==> config.mk <==
export PLATFORM = sky130hd
export DESIGN_NAME = branch_update_unit
export DESIGN_NICKNAME = d
export VERILOG_FILES = /design/src/rtl/branch_update_unit.sv
export SDC_FILE = /design/constraint.sdc
export NUM_CORES = 1
export LEC_CHECK = 0
export BUFFER_PORTS_ARGS = -buffer_cell sky130_fd_sc_hd__buf_2
export CAP_MARGIN = 5
export CELL_PAD_IN_SITES_DETAIL_PLACEMENT = 1
export CELL_PAD_IN_SITES_GLOBAL_PLACEMENT = 1
export CORE_UTILIZATION = 40
export DETAILED_ROUTE_END_ITERATION = 10
export GPL_ROUTABILITY_DRIVEN = 0
export HOLD_SLACK_MARGIN = 0.06
export PLACE_DENSITY_LB_ADDON = 0.25
export SLEW_MARGIN = 25
export SYNTH_ARGS = -nofsm -noshare
export SYNTH_HDL_FRONTEND = slang
export SYNTH_SLANG_ARGS = --single-unit
==> constraint.sdc <==
create_clock -name Clk -period 6.9 [get_ports Clk]
set_input_delay 0.69 -clock Clk [delete_from_list [all_inputs] [get_ports Clk]]
set_output_delay 0.69 -clock Clk [all_outputs]
set_load 0.005 [all_outputs]
==> src/rtl/branch_update_unit.sv <==
// rtl/branch_update_unit.sv - resolved-branch counter/target update, mispredict flush and cache write FIFO
// Optional write filtering for saturated, correctly predicted hits: define UPDATE_FILTER_EN.
module branch_update_unit #(
    parameter int DEPTH = 4,
    parameter int PTRW  = 2
) (
    input  logic        Clk,
    input  logic        Rst,
    input  logic        ResValid,
    output logic        ResReady,
    input  logic [31:0] ResPC,
    input  logic        ResTaken,
    input  logic [31:0] ResTarget,
    input  logic        PredHit,
    input  logic        PredSrc,
    input  logic [1:0]  PredCB,
    input  logic [31:0] PredPPC,
    input  logic        WrHold,
    output logic        WE,
    output logic [31:0] WAddr,
    output logic [31:0] Data,
    output logic [1:0]  Instr_new_CB,
    output logic        Flush,
    output logic [31:0] RedirectPC
);

    logic [31:0]     mem_pc_q  [DEPTH];
    logic [31:0]     mem_pc_d  [DEPTH];
    logic [31:0]     mem_tgt_q [DEPTH];
    logic [31:0]     mem_tgt_d [DEPTH];
    logic [1:0]      mem_cb_q  [DEPTH];
    logic [1:0]      mem_cb_d  [DEPTH];

    logic [PTRW-1:0] wr_ptr_q, wr_ptr_d;
    logic [PTRW-1:0] rd_ptr_q, rd_ptr_d;
    logic [PTRW:0]   count_q, count_d;

    logic            we_q, we_d;
    logic [31:0]     waddr_q, waddr_d;
    logic [31:0]     data_q, data_d;
    logic [1:0]      cb_q, cb_d;
    logic            flush_q, flush_d;
    logic [31:0]     redirect_q, redirect_d;

    logic            full;
    logic            accept;
    logic            push;
    logic            pop;

    logic            fwd_hit;
    logic [1:0]      fwd_cb;
    logic [31:0]     fwd_tgt;
    logic [PTRW-1:0] scan_idx;

    logic            base_hit;
    logic [1:0]      base_cb;
    logic [31:0]     base_tgt;
    logic [1:0]      new_cb;
    logic [31:0]     new_tgt;
    logic            enqueue;
    logic            mispredict;

    assign full     = (count_q == (PTRW+1)'(DEPTH));
    assign ResReady = !full && !Rst;
    assign accept   = ResValid && ResReady;
    assign pop      = (count_q != '0) && !WrHold && !Rst;
    assign push     = accept && enqueue;

    // Newest-first scan: iterate oldest to newest so the youngest match wins.
    always_comb begin
        fwd_hit  = 1'b0;
        fwd_cb   = 2'b00;
        fwd_tgt  = 32'd0;
        scan_idx = '0;
        for (int i = DEPTH - 1; i >= 0; i--) begin
            scan_idx = wr_ptr_q - PTRW'(i + 1);
            if (((PTRW+1)'(i) < count_q) && (mem_pc_q[scan_idx] == ResPC)) begin
                fwd_hit = 1'b1;
                fwd_cb  = mem_cb_q[scan_idx];
                fwd_tgt = mem_tgt_q[scan_idx];
            end
        end
    end

    always_comb begin
        base_hit = fwd_hit ? 1'b1    : PredHit;
        base_cb  = fwd_hit ? fwd_cb  : PredCB;
        base_tgt = fwd_hit ? fwd_tgt : PredPPC;

        new_cb = 2'b10;
        if (base_hit) begin
            if (ResTaken) begin
                new_cb = (base_cb == 2'b11) ? 2'b11 : base_cb + 2'b01;
            end else begin
                new_cb = (base_cb == 2'b00) ? 2'b00 : base_cb - 2'b01;
            end
        end
        new_tgt = ResTaken ? ResTarget : base_tgt;

`ifdef UPDATE_FILTER_EN
        enqueue = base_hit ? !((new_cb == base_cb) && (new_tgt == base_tgt)) : ResTaken;
`else
        enqueue = base_hit || ResTaken;
`endif

        mispredict = (PredSrc != ResTaken) ||
                     (PredSrc && ResTaken && (PredPPC != ResTarget));
    end

    always_comb begin
        mem_pc_d  = mem_pc_q;
        mem_tgt_d = mem_tgt_q;
        mem_cb_d  = mem_cb_q;
        wr_ptr_d  = wr_ptr_q;
        rd_ptr_d  = rd_ptr_q;
        count_d   = count_q;

        if (push) begin
            mem_pc_d[wr_ptr_q]  = ResPC;
            mem_tgt_d[wr_ptr_q] = new_tgt;
            mem_cb_d[wr_ptr_q]  = new_cb;
            wr_ptr_d            = wr_ptr_q + PTRW'(1);
        end
        if (pop) begin
            rd_ptr_d = rd_ptr_q + PTRW'(1);
        end
        if (push && !pop) begin
            count_d = count_q + (PTRW+1)'(1);
        end else if (pop && !push) begin
            count_d = count_q - (PTRW+1)'(1);
        end

        // Write-port fields hold their last value when nothing retires.
        we_d    = pop;
        waddr_d = waddr_q;
        data_d  = data_q;
        cb_d    = cb_q;
        if (pop) begin
            waddr_d = mem_pc_q[rd_ptr_q];
            data_d  = mem_tgt_q[rd_ptr_q];
            cb_d    = mem_cb_q[rd_ptr_q];
        end

        flush_d    = accept && mispredict;
        redirect_d = redirect_q;
        if (accept && mispredict) begin
            redirect_d = ResTaken ? ResTarget : ResPC + 32'd4;
        end
    end

    always_ff @(posedge Clk) begin
        mem_pc_q  <= mem_pc_d;
        mem_tgt_q <= mem_tgt_d;
        mem_cb_q  <= mem_cb_d;
    end

    always_ff @(posedge Clk) begin
        if (Rst) begin
            wr_ptr_q   <= '0;
            rd_ptr_q   <= '0;
            count_q    <= '0;
            we_q       <= 1'b0;
            waddr_q    <= 32'd0;
            data_q     <= 32'd0;
            cb_q       <= 2'b00;
            flush_q    <= 1'b0;
            redirect_q <= 32'd0;
        end else begin
            wr_ptr_q   <= wr_ptr_d;
            rd_ptr_q   <= rd_ptr_d;
            count_q    <= count_d;
            we_q       <= we_d;
            waddr_q    <= waddr_d;
            data_q     <= data_d;
            cb_q       <= cb_d;
            flush_q    <= flush_d;
            redirect_q <= redirect_d;
        end
    end

    assign WE           = we_q;
    assign WAddr        = waddr_q;
    assign Data         = data_q;
    assign Instr_new_CB = cb_q;
    assign Flush        = flush_q;
    assign RedirectPC   = redirect_q;

endmodule
[After elaboration in Yosys (flattened, before gate mapping)]
Cells that the tools add are included.
Cells by class
  $add $sub $neg: 10
  $lt $le $gt $ge: 10
  equal/unequal tests: 8
  muxes and demuxes: 75
  bitwise operators: 5
  reduce and logical (&&, ||, !) cells: 25
Operators with widths (count)
  $mux 32: 28
  $bmux 32 s2: 10
  $bwmux 128: 2
  $eq 32x32->1: 4
  $demux 32 s2: 1
  $mux 2: 20
  $add 32x3->32 const B: 1
  $ne 32x32->1: 1
  $bmux 2 s2: 5
  $ge 3x3->1 const B: 5
  $logic_and 1x1->1: 15
  $not 2->3: 5
  $bwmux 8: 1
  $add 2x1->2 const B: 3
  $lt 1x3->1 const A: 2
  $lt 2x3->1 const A: 2
  $mux 3: 2
  $logic_not 1->1: 5
  $mux 1: 5
  $demux 2 s2: 1
  $sub 2x1->2 const B: 2
  $sub 2x2->2 const B: 2
  $add 3x1->3 const B: 1
  $eq 3x3->1 const B: 1
  other kinds (8): 9
Storage, ports and cells
  register bits after elaboration: 371
  input port bits: 105
  output and inout port bits: 101
  word-level logic and storage cells: 154

[Depth between registers and ports, before layout]
Gate-level depths: netlist of the first run.
  depth after elaboration: 17
  mapped depth: 30
  mapped depth without buffers: 15

[Worst setup path before layout of the first run]
OpenSTA, ideal clock, no wires.
  path type: flip-flop to flip-flop
  start: reg wr_ptr_q[0]
  end: reg mem_cb_q[4] (netlist name) (enable)
  setup time: 0.431 ns
  arrival: 6.689 ns
  required time: 6.469 ns
  path slack: -0.220 ns
  stages on the path, launching flop included: 25
  buffers on the path: 14
  period minus slack after synthesis: 7.120 ns
  path through: dfxtp_1 > buf_6 > buf_8 > buf_6 > buf_6 > buf_4 > buf_2 > buf_2 > buf_2 > buf_2 > inv_1 > ha_1 > buf_2 > buf_6 > mux4_2 > xnor2_1 > nand4_1 > a211o_1 > or4_1 > buf_2 > nand4b_1 > buf_4 > o311a_1 > buf_4 > and2_1
Between the ends
  elaborated cells between the ends (all ways): 34
  those cells by class: add/sub: 3; eq/ne: 4; mux: 17; bitwise: 4; reduce/logical: 6
RTL lines
  start: declaration: line 34  | logic [PTRW-1:0] wr_ptr_q, wr_ptr_d;
  start signal: assignment: line 169  | wr_ptr_q <= wr_ptr_d;
  $sub 2x1->2: line 76  | scan_idx = wr_ptr_q - PTRW'(i + 1);
  net scan_idx[0]: line 53  | logic [PTRW-1:0] scan_idx;
  $not 2->3 (not written as such): line 77  | if (((PTRW+1)'(i) < count_q) && (mem_pc_q[scan_idx] == ResPC)) begin
  $bmux 32 s2: line 77
  $mux 32 (not written as such) (2 in a row): line 77
  $eq 32x32->1: line 77
  $logic_and 1x1->1: line 77
  $mux 1: line 77
  $mux 1: line 86  | base_hit = fwd_hit ? 1'b1 : PredHit;
  $logic_or 1x1->1: line 103  | enqueue = base_hit || ResTaken;
  $logic_and 1x1->1: line 67  | assign push = accept && enqueue;
  end signal: assignment: line 154  | mem_cb_q <= mem_cb_d;
  end: declaration: line 31  | logic [1:0] mem_cb_q [DEPTH];
The timed path passes the listed nets, and every way through them passes these cells. The select of a mux whose other input is x is not followed.
A chain may end at the register's enable or synchronous reset.

[Worst setup path after layout of the first run]
  start: reg wr_ptr_q[1]
  end: reg mem_pc_q[41] (netlist name) (enable)
Between the ends
  cells in the longest elaborated chain, start to end: 13
  elaborated cells between the ends (all ways): 34
  those cells by class: add/sub: 3; eq/ne: 4; mux: 17; bitwise: 4; reduce/logical: 6
RTL lines
  $sub 2x2->2 or $not 2->3 (tied branches): line 76, 77
  $not 2->3 (not written as such) or $bmux 32 s2 (tied branches): line 77
  $bmux 32 s2 or $mux 32 (tied branches): line 77
  $mux 32 (not written as such): line 77
  $mux 32 (not written as such) or $eq 32x32->1 (tied branches): line 77
  $eq 32x32->1 or $logic_and 1x1->1 (tied branches): line 77
  $logic_and 1x1->1 or $mux 1 (tied branches): line 77
  $mux 1 (2 in a row): line 77
  $mux 1 *: line 77
  $mux 1 *: line 86
  $logic_or 1x1->1 *: line 103
  $logic_and 1x1->1 *: line 67
  end signal: assignment: line 152  | mem_pc_q <= mem_pc_d;
  end: declaration: line 27  | logic [31:0] mem_pc_q [DEPTH];
Every way passes the cells marked *; elsewhere a longest branch is shown, timed or not. The select of a mux whose other input is x is not followed.

==> results of run 1 <==
## per-layer routing
layer	wire [um]	track usage [%]
met5	13	0
met4	3319	10.66
met3	7809	4.822
met2	40490	43.70
met1	36740	39.50
## synth_stat cells (all sizes together) (31+ instances only)
cell type  count
a21boi        32
a21oi         91
buf           77
clkbuf       100
dfxtp        107
edfxtp       264
mux2          31
mux2i        130
mux4         248
nand2        148
nand2b        80
nand3         53
nor2          67
nor2b         34
o21ai        144
xnor2        146
## critical path, cell delays in order, from the launching register on
cell and delay, ns:
dfxtp_4 0.58, clkinv_1 0.21, ha_4 0.69, mux4_2 0.59, inv_1 0.07, o221ai_1 0.12, nor4b_1 0.69, nand3_2 0.23
or4_1 0.59, nand4b_1 0.45, o311a_1 0.40, and2_4 0.61, buf_4 0.31
## cell families after synthesis
family | synth area share (%)
compound gates | 9.494
xor+xnor | 5.971
fa+ha+maj | 0.5585
buf+inv | 3.762
flops | 40.86
mux | 29.41
simple gates | 9.946
## where the power goes
group | switching [W] | internal, W | total [W]
logic | 0.000823 | 0.000676 | 0.00150
registers | 0.000123 | 0.00253 | 0.00265
clock network | 0.000996 | 0.00144 | 0.00243
total | 0.00194 | 0.00464 | 0.00658
## metrics by stage
| step | setup WS [ns] | instances |
|---|---|---|
| 2_1_floorplan | 0.4960 | 2020 |
| 3_5_place_dp | 1.103 | 2869 |
| 6_report | 0.9716 | 2952 |
| 3_3_place_gp | 1.182 | 2869 |
| 5_1_grt | 0.7840 | 2952 |
| 4_1_cts | 1.071 | 2951 |
## layout make-up
cell class,count,share of cell area [%]
multi-input cells,1448,49.29
well taps,782,3.519
clock inverters,13,0.4905
inverters,24,0.3240
clock buffers,69,4.892
flip-flops and latches,371,36.27
repair buffers,245,5.211
## worst paths after layout
| path | end |
|---|---|
| worst max register to register | mem_pc_q[41]$_DFFE_PP_ |
| worst max-delay path | mem_pc_q[41]$_DFFE_PP_ |
| worst min-delay path | mem_pc_q[72]$_DFFE_PP_ |
| worst min register to register | WAddr[21]$_SDFFE_PP0P_ |
## sequential cells by signal (all words and copies together), names as in the netlist, 2 cells and up
| name | count |
|---|---|
| mem_pc_q | 128 |
| mem_tgt_q | 128 |
| Data | 32 |
| RedirectPC | 32 |
| WAddr | 32 |
| mem_cb_q | 8 |
| count_q | 3 |
| Instr_new_CB | 2 |
| rd_ptr_q | 2 |
| wr_ptr_q | 2 |
==> flow_summary.toml, run 1 <==
[floorplan]
die_w_um = 250.2
num_rows = 90
initial_core_util_pct = 40.68
die_h_um = 250.2
io_pins = 206
core_mm2 = 0.06058
die-area_mm2 = 0.06261

[synth]
synth_edf_count = 264
ys.flop_type = "edfxtp_1"
async_flop_share_pct = 0
avgSynthCellArea_um2 = 12.20
ys_seq_area_share_pct = 40.86
syn_inst = 2020
synth_area_leaders = "edfxtp_1 32%, mux4_2 23%, dfxtp_1 8.7%, xnor2_1 5.2%, mux2i_1 5.2%"
yosysTopAreaCellShare_pct = 32.17
synth_seq_cells = 371
yosysWarnings = 0
ys_types = 83
syn-num-nets = 2136
synth_top_area_cell = "edfxtp_1"
netlist_area_mm2 = 0.02464

[outcome]
status = "finished clean"

[power]
vdd_ir_drop_max_uv = 161.8
total_power_w = 0.006579
p_leak_nw = 8.869
power_density_mw_per_mm2 = 236.6

[worst_setup_path]
arrival_ns = 6.21
r2r_start = "wr_ptr_q[1]$_SDFFE_PP0N_"
cp.required_ns = 7.18
cp_max_fo = 41
worstSetupStartpointType = "register"
startpoint = "wr_ptr_q[1]$_SDFFE_PP0N_"
r2r_cells = 12
rrSetupSlack_ns = 0.97
path_class = "register to register"
end_kind = "register"

[clock_tree]
hold_buffers = 0
cts_tree = "done"
cts_resized = 0
htreeDepth = 2
post_cts_buffers = 0
numCtsBuffers = 44
clock_latency_ns = 0.59
clock_path_buffers = 3
root_buffer = "clkbuf_16"
clock-sinks = 371
clk_pin_slew_ns = 0.07

[grt]
grt-ovfl-total = 0
grt_pass1_vias = 19442
grt_pass1_wl_mm = 131.7
antenna_found_initial = 2
groute.usage.overall_pct = 28.17
grt_max_degree = 75

[timing]
skew_ns = 0.02501
period_needed_ns = 5.928
maxSlewHeadroom_pct = 33.96
setup_viol = 0
slew_viol_final = 0
hold_ws_ns = 0.4595
finalSetupTns_ns = 0
worstMarginPinSlew_ns = 0.9880
max_freq_mhz = 168.7
finalHoldViolCount = 0
period_share_pct = 85.92
rsz0062_at_grt = "false"

[finish]
mostFrequentLayoutCell = "edfxtp_1"
layout-drive-gt1-share_pct = 28.85
nets = 2250
finish.instance_area_mm2 = 0.02780
final_util_pct = 45.89
seqCellArea_mm2 = 0.01008
fill_cells = 6334
final_cell_mix = "264 x edfxtp_1, 248 x mux4_2, 204 x buf_2, 148 x nand2_1, 146 x xnor2_1"
antennaDiodeCount = 0
multi_input_area_mm2 = 0.01370
area_delta_synth_final_pct = 12.82

[worst_hold_path]
worstHoldPathCells = 1
hold_start = "ResPC[8]"
hp-class = "input pin to register"

[placed_design]
dpl-instance-area_mm2 = 0.02628
portBuffers = 205
hpwl_mm = 62.19

[route]
vias_per_cell = 6.493
drc = 0
dr.pass1.iters = 5
routed_wl_mm = 88.37
drtAntennaViolNets = 0
post_drt_wl_per_cell_um = 29.94
via_count = 19167
drtIter0Drc = 2029

[flow_run]
drv_cap = 0
Note: power is estimated with default switching activity, not from simulation.
==> inputs of run 2 (changes only) <==
--- a/config.mk
+++ b/config.mk
@@ -5,6 +5,7 @@
 export SDC_FILE = /design/constraint.sdc
 export NUM_CORES = 1
 export LEC_CHECK = 0
+export ABC_AREA = 1
 export BUFFER_PORTS_ARGS = -buffer_cell sky130_fd_sc_hd__buf_2
 export CAP_MARGIN = 5
 export CELL_PAD_IN_SITES_DETAIL_PLACEMENT = 1
==> run 2 against run 1 <==
Clock-buffer cell count down 15; first-iteration DRC count up 31%; total power up 3.5%; sequential cell count unchanged; maximum frequency up 9.1%.
==> flow_summary.toml, run 2 <==
[timing]
finalHoldViolCount = 0
slew_viol_final = 0
rsz0062_at_grt = "false"
period_needed_ns = 5.432
max_freq_mhz = 184.1
finalSetupTns_ns = 0
skew_ns = 0.04529
setup_viol = 0
period_share_pct = 78.72
maxSlewHeadroom_pct = 19.32
worstMarginPinSlew_ns = 1.199

[clock_tree]
cts_tree = "done"
numCtsBuffers = 44
clock_path_buffers = 3
post_cts_buffers = 0
clock_latency_ns = 0.62
clock-sinks = 371
htreeDepth = 2
hold_buffers = 0
root_buffer = "clkbuf_16"
clk_pin_slew_ns = 0.08
cts_resized = 0

[floorplan]
io_pins = 206
num_rows = 92
die_h_um = 254.9
core_mm2 = 0.06308
die-area_mm2 = 0.06498
initial_core_util_pct = 40.56
die_w_um = 254.9

[synth]
avgSynthCellArea_um2 = 6.866
async_flop_share_pct = 0
synth_edf_count = 264
synthSimpleGateAreaFrac_pct = 35.84
ys_types = 43
syn-num-nets = 3842
ys.flop_type = "edfxtp_1"
synthTopCellsByCount = "1,317 x nand2_1, 485 x nand3_1, 318 x o21ai_0"
synth_top_area_cell = "edfxtp_1"
syn_inst = 3726
synth_seq_cells = 371
yosysMostFrequentCell = "nand2_1"
yosysTopAreaCellShare_pct = 30.99
yosysWarnings = 0
ys_seq_area_share_pct = 39.36
synthAdderAreaFrac_pct = 0.5379
synthMuxAreaShare_pct = 2.582
synth_xor_xnor_area_share_pct = 1.198
netlist_area_mm2 = 0.02558
synth_area_leaders = "edfxtp_1 31%, nand2_1 19%, nand3_1 9.5%, dfxtp_1 8.4%, o21ai_0 6.2%"
synth_top_family_by_area = "simple AND/OR/NAND/NOR gates"
synth_compound_area_share_pct = 13.78

[grt]
grt_pass1_wl_mm = 168.3
use_met3_pct = 5.858
grt-ovfl-total = 0
antenna_found_initial = 2
grt_max_degree = 116
groute.usage.overall_pct = 34.41
grt_pass1_vias = 27285
top_usage_layer = "met2"
grtUsageMet2_pct = 54.75
use_met1_pct = 45.29

[worst_setup_path]
arrival_ns = 5.64
worstSetupStartpointType = "register"
cp_max_fo = 67
path_class = "register to register"
end_kind = "register"
cp.required_ns = 7.11

[route]
drtAntennaViolNets = 0
drtIter0Drc = 2667
post_drt_wl_per_cell_um = 24.28
vias_per_cell = 5.959
dr.pass1.iters = 6
routed_wl_mm = 113.2
via_count = 27767
drc = 0

[finish]
nets = 3894
final_cell_mix = "1,317 x nand2_1, 484 x nand3_1, 318 x o21ai_0, 264 x edfxtp_1, 258 x nor2_1"
reg_top3 = "mem_pc_q (128), mem_tgt_q (128)"
layout-drive-gt1-share_pct = 9.992
area_delta_synth_final_pct = 11.93
multi_input_area_mm2 = 0.01387
fill_cells = 8251
mostFrequentLayoutCell = "nand2_1"
seqCellArea_mm2 = 0.01008
final_util_pct = 45.40

[power]
clkPwrFrac_pct = 37.7
vdd_ir_drop_max_uv = 204.8
seq_power_share_pct = 38.2
power.internal_w = 0.004512
p_leak_nw = 12.54
p_comb_share_pct = 24.1
power_density_mw_per_mm2 = 237.9
power.switching_w = 0.002300
switching_share_pct = 33.76

[placed_design]
portBuffers = 205
hpwl_mm = 80.44

[flow_run]
drv_cap = 0

[outcome]
status = "finished clean"

[worst_hold_path]
hp-class = "input pin to register"
==> run 2: changes by cell type after synthesis, moves of 35 or more <==
cell,previous run,this run
xnor2_1,146,25
a32o_1,0,35
nand2b_1,80,1
or2_2,3,38
mux2i_1,127,66
a21oi_1,91,191
o21ai_0,126,318
nand3_1,52,485
inv_1,20,164
nand2_1,148,1317
clkbuf_1,100,146
nor2_1,66,263
nand4_1,28,63
mux4_2,248,0
==> run 2: metrics by stage <==
step	setup slack (ns)	area, um^2	power [W]	hold slack [ns]	instances
floorplan	0.2696	25580	0.003644	0.4557	3726
finish	1.468	28640	0.006812	0.4328	4660
global route	1.300	28630	0.007061	0.4392	4659
detailed placement	1.695	27060	0.004245	0.4596	4578
CTS	1.602	28630	0.006800	0.4146	4659
global placement	1.804	27040	0.004211	0.4553	4577
==> run 2: power by group through the flow <==
stage	Clock [W]	Combinational (W)	Sequential, W
floorplan	0	0.00103	0.00261
global placement	0	0.00157	0.00264
detailed placement	0	0.00160	0.00265
CTS	0.00259	0.00161	0.00260
global route	0.00266	0.00179	0.00261
finish	0.00257	0.00164	0.00260
==> run 2: kinds of logic after synthesis <==
| logic type | Yosys count |
|---|---|
| adder cells (fa/ha/maj) | 11 |
| AO/OA/AOI/OAI | 633 |
| multiplexers | 66 |
| buffers and inverters | 413 |
| flip-flops | 371 |
| XOR/XNOR | 35 |
| AND/OR/NAND/NOR | 2197 |
==> run 2: routing by layer <==
metal	wire length, um	up-vias	part of all wire, %
met2	51180	1162	45
met3	8557	292	7.6
met5	22	-	0.019
li1	-	12734	-
met4	5746	4	5.1
met1	47660	13575	42
==> run 2: area by class of cell <==
type,instances,area share [%]
flip-flops and latches,371,35.21
diodes,1,0.008739
clock inverters,27,1.324
multi-input cells,2942,48.42
repair buffers,247,4.881
clock buffers,54,4.155
inverters,172,2.307
well taps,846,3.696
==> run 2: final timing paths <==
check	from	to	slack, ns	depth (start not counted)
max	wr_ptr_q[1]$_SDFFE_PP0N_	mem_pc_q[31]$_DFFE_PP_	1.47	19
min	ResPC[1]	mem_pc_q[33]$_DFFE_PP_	0.43	1
max reg2reg	wr_ptr_q[1]$_SDFFE_PP0N_	mem_pc_q[31]$_DFFE_PP_	1.47	19
min reg2reg	WAddr[21]$_SDFFE_PP0P_	WAddr[21]$_SDFFE_PP0P_	0.46	2
==> run 2: worst max-delay path, cell delays in order (launching register included) <==
cell,delay [ns]
dfxtp_4,0.69
inv_4,0.35
ha_4,0.40
buf_4,0.58
nand3_1,0.20
nand2_1,0.12
nand2_1,0.05
nand2_1,0.12
nand2_1,0.08
nor3_1,0.27
nand2_1,0.10
nor2_1,0.18
nand3_2,0.10
nand2_1,0.10
nor2_2,0.05
buf_4,0.18
nand3_1,0.12
nand2_1,0.29
nor2_4,0.17
buf_4,0.68
